===== src/rtl/serial_subtractor.sv =====
// -----------------------------------------------------------------------------
// serial_subtractor
//
// Bit-serial ripple-borrow subtractor: computes a - b - bin one bit per clock,
// LSB first, using a single full-subtractor cell, two operand shift registers,
// a partial-difference shift register and a three-state FSM.
//
// A request is accepted in IDLE when start=1. The WIDTH bits are then processed
// on the following WIDTH rising edges (RUN), after which done pulses for one
// cycle (DONE) with the new result on diff/bout. The result outputs are
// registers that hold the previous result until the next completion or reset.
//
// Optional feature macro:
//   SERIAL_SUB_OVF_EN - adds the ovf output (signed two's-complement overflow)
//                       and its result register.
//
// Ports:
//   clk    in   1      rising-edge clock
//   rst_n  in   1      synchronous active-low reset
//   start  in   1      request a subtraction (sampled only in IDLE)
//   a      in   WIDTH  minuend, captured on the accepting edge
//   b      in   WIDTH  subtrahend, captured on the accepting edge
//   bin    in   1      borrow-in, captured on the accepting edge
//   busy   out  1      high while bits are being processed
//   done   out  1      one-cycle pulse, result valid
//   diff   out  WIDTH  difference modulo 2^WIDTH
//   bout   out  1      borrow-out (a < b + bin, unsigned)
//   ovf    out  1      signed overflow (only with SERIAL_SUB_OVF_EN)
// -----------------------------------------------------------------------------
module serial_subtractor #(
  parameter int WIDTH = 4
) (
  input  logic             clk,
  input  logic             rst_n,
  input  logic             start,
  input  logic [WIDTH-1:0] a,
  input  logic [WIDTH-1:0] b,
  input  logic             bin,
  output logic             busy,
  output logic             done,
  output logic [WIDTH-1:0] diff,
  output logic             bout
`ifdef SERIAL_SUB_OVF_EN
  ,
  output logic             ovf
`endif
);

  // Bit counter only needs to reach WIDTH-1.
  localparam int CW = (WIDTH > 1) ? $clog2(WIDTH) : 1;

  typedef enum logic [1:0] {
    IDLE,
    RUN,
    DONE
  } state_t;

  state_t           state;
  state_t           state_nxt;

  logic [WIDTH-1:0] a_sr;
  logic [WIDTH-1:0] b_sr;
  logic [WIDTH-1:0] d_sr;
  logic             br;
  logic [CW-1:0]    cnt;

  logic             a0;
  logic             b0;
  logic             d_bit;
  logic             br_nxt;
  logic             accept;
  logic             last_bit;

  // ---------------------------------------------------------------------------
  // Full-subtractor cell and control decode
  // ---------------------------------------------------------------------------
  always_comb begin
    a0       = a_sr[0];
    b0       = b_sr[0];
    d_bit    = a0 ^ b0 ^ br;
    br_nxt   = (~a0 & b0) | (~(a0 ^ b0) & br);
    accept   = (state == IDLE) && start;
    last_bit = (state == RUN) && (cnt == CW'(WIDTH - 1));
  end

  // ---------------------------------------------------------------------------
  // FSM: state register
  // ---------------------------------------------------------------------------
  // NOTE: sequential state uses non-blocking assignments so every flop samples
  // the pre-edge values, independent of block ordering in simulation.
  always_ff @(posedge clk) begin
    if (!rst_n) state <= IDLE;
    else        state <= state_nxt;
  end

  // ---------------------------------------------------------------------------
  // FSM: next state and Moore outputs
  // ---------------------------------------------------------------------------
  // NOTE: every output of this block gets a default before the case so that no
  // path leaves a signal unassigned, which would otherwise infer a latch.
  always_comb begin
    state_nxt = state;
    busy      = 1'b0;
    done      = 1'b0;
    unique case (state)
      IDLE: begin
        if (start) state_nxt = RUN;
      end
      RUN: begin
        busy = 1'b1;
        if (last_bit) state_nxt = DONE;
      end
      DONE: begin
        done      = 1'b1;
        state_nxt = IDLE;
      end
      default: state_nxt = IDLE;
    endcase
  end

  // ---------------------------------------------------------------------------
  // Datapath: operand/difference shift registers, borrow flop, bit counter
  // ---------------------------------------------------------------------------
  // NOTE: these registers are plain flops rather than a memory array, so they
  // are cleared on reset at no real cost; this also guarantees an abandoned
  // operation leaves nothing behind.
  always_ff @(posedge clk) begin
    if (!rst_n) begin
      a_sr <= '0;
      b_sr <= '0;
      d_sr <= '0;
      br   <= 1'b0;
      cnt  <= '0;
    end else if (accept) begin
      a_sr <= a;
      b_sr <= b;
      d_sr <= '0;
      br   <= bin;
      cnt  <= '0;
    end else if (state == RUN) begin
      a_sr <= {1'b0, a_sr[WIDTH-1:1]};
      b_sr <= {1'b0, b_sr[WIDTH-1:1]};
      // New bit enters at the MSB; after WIDTH shifts bit 0 sits at the LSB.
      d_sr <= {d_bit, d_sr[WIDTH-1:1]};
      br   <= br_nxt;
      cnt  <= cnt + 1'b1;
    end
  end

  // ---------------------------------------------------------------------------
  // Result registers: updated only on the edge that processes the MSB
  // ---------------------------------------------------------------------------
  always_ff @(posedge clk) begin
    if (!rst_n) begin
      diff <= '0;
      bout <= 1'b0;
    end else if (last_bit) begin
      // The final bit is merged directly rather than waiting for d_sr.
      diff <= {d_bit, d_sr[WIDTH-1:1]};
      bout <= br_nxt;
    end
  end

`ifdef SERIAL_SUB_OVF_EN
  // While the MSB is processed, br holds the borrow into the MSB, so signed
  // overflow is that borrow XOR the borrow out of the MSB.
  always_ff @(posedge clk) begin
    if (!rst_n)        ovf <= 1'b0;
    else if (last_bit) ovf <= br ^ br_nxt;
  end
`endif

endmodule


===== config.mk =====
export PLATFORM = sky130hd
export DESIGN_NAME = serial_subtractor
export DESIGN_NICKNAME = d
export VERILOG_FILES = /design/src/rtl/serial_subtractor.sv
export SDC_FILE = /design/constraint.sdc
export NUM_CORES = 1
export LEC_CHECK = 0
export ABC_AREA = 1
export CAP_MARGIN = 20
export CORE_MARGIN = 5
export CORE_UTILIZATION = 49
export CTS_CLUSTER_SIZE = 8
export DETAILED_ROUTE_END_ITERATION = 8
export PLACE_DENSITY = 0.76
export SYNTH_ARGS = -nofsm -noshare
export SYNTH_HDL_FRONTEND = slang
export SYNTH_SLANG_ARGS = --single-unit

===== constraint.sdc =====
create_clock -name clk -period 1.43 [get_ports clk]
set_input_delay 0.286 -clock clk [delete_from_list [all_inputs] [get_ports clk]]
set_output_delay 0.286 -clock clk [all_outputs]
set_load 0.02 [all_outputs]

# Yosys cells after proc, flatten, opt, wreduce, memory -nomap -nowiden
# Index checks and enable logic that the tools add are counted.
dict set report classes {
  magnitude_cmp 0
  n_addsub 1
  n_eq_ne 5
  n_div 0
  reduce_logical 6
  shift 0
  n_bitwise 8
  mul 0
  mux 11
}
# op count
set ops {}
lappend ops {{two-way mux 4 bit} 4}
lappend ops {{equality test 2 bit, second input constant} 2}
lappend ops {{two-way mux 1 bit} 4}
lappend ops {{two-way mux 2 bit} 2}
lappend ops {{inequality test 2 bit, second input constant} 2}
lappend ops {{one-hot mux 2 bit (2 select lines)} 1}
lappend ops {{inverter 1 bit} 3}
lappend ops {{adder 2 x 1 -> 2 bit, second input constant} 1}
lappend ops {{bitwise AND 1 bit} 2}
lappend ops {{equality test 2 x 1 -> 1 bit, second input constant} 1}
lappend ops {{logical AND 1 bit} 2}
lappend ops {{logical NOT 2 bit} 1}
lappend ops {{AND reduction 2 bit} 1}
lappend ops {{nonzero test 2 bit} 1}
lappend ops {{OR reduction 2 bit} 1}
lappend ops {{bitwise XOR 1 bit} 2}
lappend ops {{OR 1 bit} 1}
dict set report totals {
  mem_count 0
  output_inout_bits 7
  elab_cells 39
  latchBits 0
  romBits 0
  ramBits 0
  register_bits 22
  inputBits 12
}

# Longest topological paths before layout
dict set report logic_depth {
  ltp_word 6
  mapped_depth 7
  ltp_nobuf 7
}

# Worst setup path before layout
# No wires, ideal clock.
dict set report synth_path {
  path_kind {reg-to-output}
  startpoint {register state[1]}
  endpoint {output port done}
  arrival_ps 844
  path_stages_with_launch 3
  setup_slack_ps 300
  n_path_buf 0
  t_required_ps 1144
  path_cell_list {dfxtp_1 -> inv_4 -> nor2_1}
}
dict set report synth_via {
  elab_chain_len 2
}
# item line
set synth_lines {}
lappend synth_lines {{start, declared} 58} ;# state_t state;
lappend synth_lines {{start signal, assigned} 93} ;# else state <= state_nxt;
lappend synth_lines {{equality test 2 bit} 105} ;# unique case (state)
lappend synth_lines {{two-way mux 1 bit} 105}
lappend synth_lines {{end, declared} 40} ;# output logic done,
# No other way between the ends.

# Final worst setup path
dict set report layout_path {
  startpoint {register diff[3]}
  endpoint {output port diff[3]}
}
# item line
set layout_lines {}
lappend layout_lines {{start, declared} 41} ;# output logic [WIDTH-1:0] diff,
lappend layout_lines {{start signal, assigned} 159} ;# diff <= {d_bit, d_sr[WIDTH-1:1]};
# No word-level cell between the ends.

==> results.cfg <==
[outcome]
outcome = completed

[detailed_routing]
wl_per_cell_um = 11.25
drt_iter0_markers = 21
ant_nets = 0
finalWirelength_um = 2058
via_per_inst = 4.743
route.detailed.drc = 0
dr.pass1.iters = 3
num_vias = 868

[grt]
grt_pass1_wl_um = 3719
grt_pass1_vias = 902
grt_use_total_pct = 17.22
antenna_found_initial = 0
grt_max_degree = 13
grt-ovfl-total = 0

[clock_tree]
cts.htree.levels = 1
cts.sinks = 21
cts_made_buffers = 3
cts_root_buf = clkbuf_4
worstSkewPairLatency_ns = 0.31
cts_buffer_depth = 2
cts_tree = built
post-cts-setup-buffers = 0
clkSlewWorstSetupHoldPaths_ns = 0.12
ctsHoldBuffers = 0

[setup_path]
slowest_delay_ns = 0.35
crit_required_ns = 1.14
crit_slowest_cell = dfxtp_1
crit_fanout = 2
start_kind = flop
crit_type = flop to primary output
crit_path_end_kind = primary output
worst-path-stages = 1
r2r.worst_path.cells = 4
path_cells = dlygate4sd2_1
crit_arrival_ns = 0.99
cp_num_buf_inv = 1
path_delay_family = flip-flops

[power_and_ir_drop]
peakVddDrop_v = 0.0006131
leakage_nw = 0.6170
power_density_nw_per_um2 = 896.0

[timing]
rsz0062_at_grt = false
finalCritPeriodShare_pct = 89.40
fin_crit_ns = 1.278
max_freq_mhz = 782.3
finalSetupViolCount = 0
skew_ns = 0.007577
final_max_slew_viol_count = 0
fin_ws_ns = 0.1516
tns_ns = 0
tightest_slew_ns = 0.2867
slew_headroom_pct = 80.77
hold_viol = 0

[die]
rows = 16
start_util_pct = 50.78
pin_count = 19
die_area_um2 = 2984
die_h_um = 54.63
core-area_um2 = 1922
dieWidth_um = 54.63

[logic_synthesis]
async_flop_share_pct = 0
ys.flop_type = dfxtp_1
synth.most_common_cell = nand2_1
syn_area_per_cell_um2 = 7.450
synthTopCellsByArea = dfxtp_1 43%, nand2_1 16%, nand3_1 7.2%
synth_edf_count = 0
yosysSeqAreaShare_pct = 43.08
yosysUniqueCellTypes = 22
netlist_area_um2 = 975.9
synth_top_area_share_pct = 43.08
synth_common_cells = 41 x nand2_1, 21 x dfxtp_1, 14 x nand3_1
netlist_instances = 131
yosysWarnings = 0
synth_top_area_cell = dfxtp_1
syn_nets = 145
synth_seq_cells = 21

[place]
place_worst_setup_slack_ns = -0.05791
dpl.cell_count = 179
gp_congestion = 0.7354
portBuffers = 18
dpl.hpwl_um = 1648

[final_layout]
register_area_um2 = 422.9
drive_gt1_share_pct = 15.38
fillCellCount = 185
multi_input_area_um2 = 462.9
final_net_count = 171
area_growth_pct = 25.77
diodes = 0
final_cells = 183

[min_path]
hp-class = flop to flop
hold_depth = 2

[flow_run]
max-cap-violations = 0
==> cell families (layout without fill, tap and decap cells) <==
family | count (synthesis) | after routing | synth area share, %
adders and majority gates | 2 | 2 | 3.333
and+or+nand+nor | 73 | 73 | 34.87
AOI/OAI and AO/OA | 14 | 14 | 8.334
buffers and inverters | 20 | 45 | 9.486
xor gates and xnor gates | 1 | 1 | 0.8976
DFF | 21 | 21 | 43.08
==> report_power, final <==
| group | leakage [nW] | switching [W] | internal, W |
|---|---|---|---|
| Sequential | 0.172 | 0.0000155 | 0.000611 |
| Clock | 0.0177 | 0.000185 | 0.000104 |
| Combinational | 0.427 | 0.000103 | 0.0000809 |
| Total | 0.617 | 0.000304 | 0.000796 |
==> metrics by stage <==
step | area, um^2 | utilization, % | power (W) | hold WS, ns
6_report | 1227 | 63.87 | 0.001100 | 0.4751
5_1_grt | 1227 | 63.87 | 0.001167 | 0.5132
4_1_cts | 1237 | 64.39 | 0.001111 | 0.4787
3_5_place_dp | 1214 | 63.15 | 0.0008259 | 0.4629
3_3_place_gp | 1214 | 63.15 | 0.0008188 | 0.4548
2_1_floorplan | 975.9 | - | 0.0007565 | 0.4287
==> state kept, by name, indices dropped and copies added (netlist names) <==
| register | flops |
|---|---|
| diff | 4 |
| br | 1 |
| cnt | 2 |
| d_sr | 3 |
| b_sr | 4 |
| state | 2 |
| bout | 1 |
| a_sr | 4 |
==> layout make-up <==
type | instances | share of cell area, %
clock buffer | 3 | 1.835
clock inverter | 1 | 0.4077
timing repair buffer | 24 | 17.02
inverter | 17 | 5.810
tap | 27 | 2.752
sequential | 21 | 34.45
multi-input combinational | 90 | 37.72
==> what timing repair did <==
action / in CTS / in global routing
endpoints found under the setup margin: 7 / 2
pin swaps: 0 / 0
gates resized for setup: 11 / 3
==> per-layer routing <==
| layer | global-route usage [%] | wire length (um) | up-vias | share of wire [%] |
|---|---|---|---|---|
| li1 | - | - | 457 | - |
| met1 | 20.47 | 939 | 396 | 46 |
| met2 | 30.71 | 1037 | 11 | 50 |
| met3 | 2.725 | 59 | 4 | 2.9 |
| met4 | 6.224 | 21 | 0 | 1.0 |
| met5 | 0 | 0 | - | 0 |
==> tightest hold or removal path: stages, from the launching register on <==
cell and delay (ns):
dfxtp_1 0.34, nand2_1 0.06, nand2_1 0.04
==> layout by cell type (no fill, tap or decap), types with 3 or more instances in the layout <==
master            n
a21oi_1          11
nand2_1          41
nand3_1          14
nor2_1           12
buf_4             6
dfxtp_1          19
clkbuf_4          3
inv_1            13
dlygate4sd2_1     5
clkdlybuf4s50_1  11
==> final timing paths <==
| path | slack, ns | startpoint | endpoint |
|---|---|---|---|
| setup / recovery | 0.15 | diff[3] | diff[3] |
| hold / removal | 0.48 | d_sr[2] | diff[1] |
| setup reg to reg | 0.25 | b_sr[0] | d_sr[3] |
| hold reg to reg | 0.48 | d_sr[2] | diff[1] |
Power figures use the tool's default switching activity.
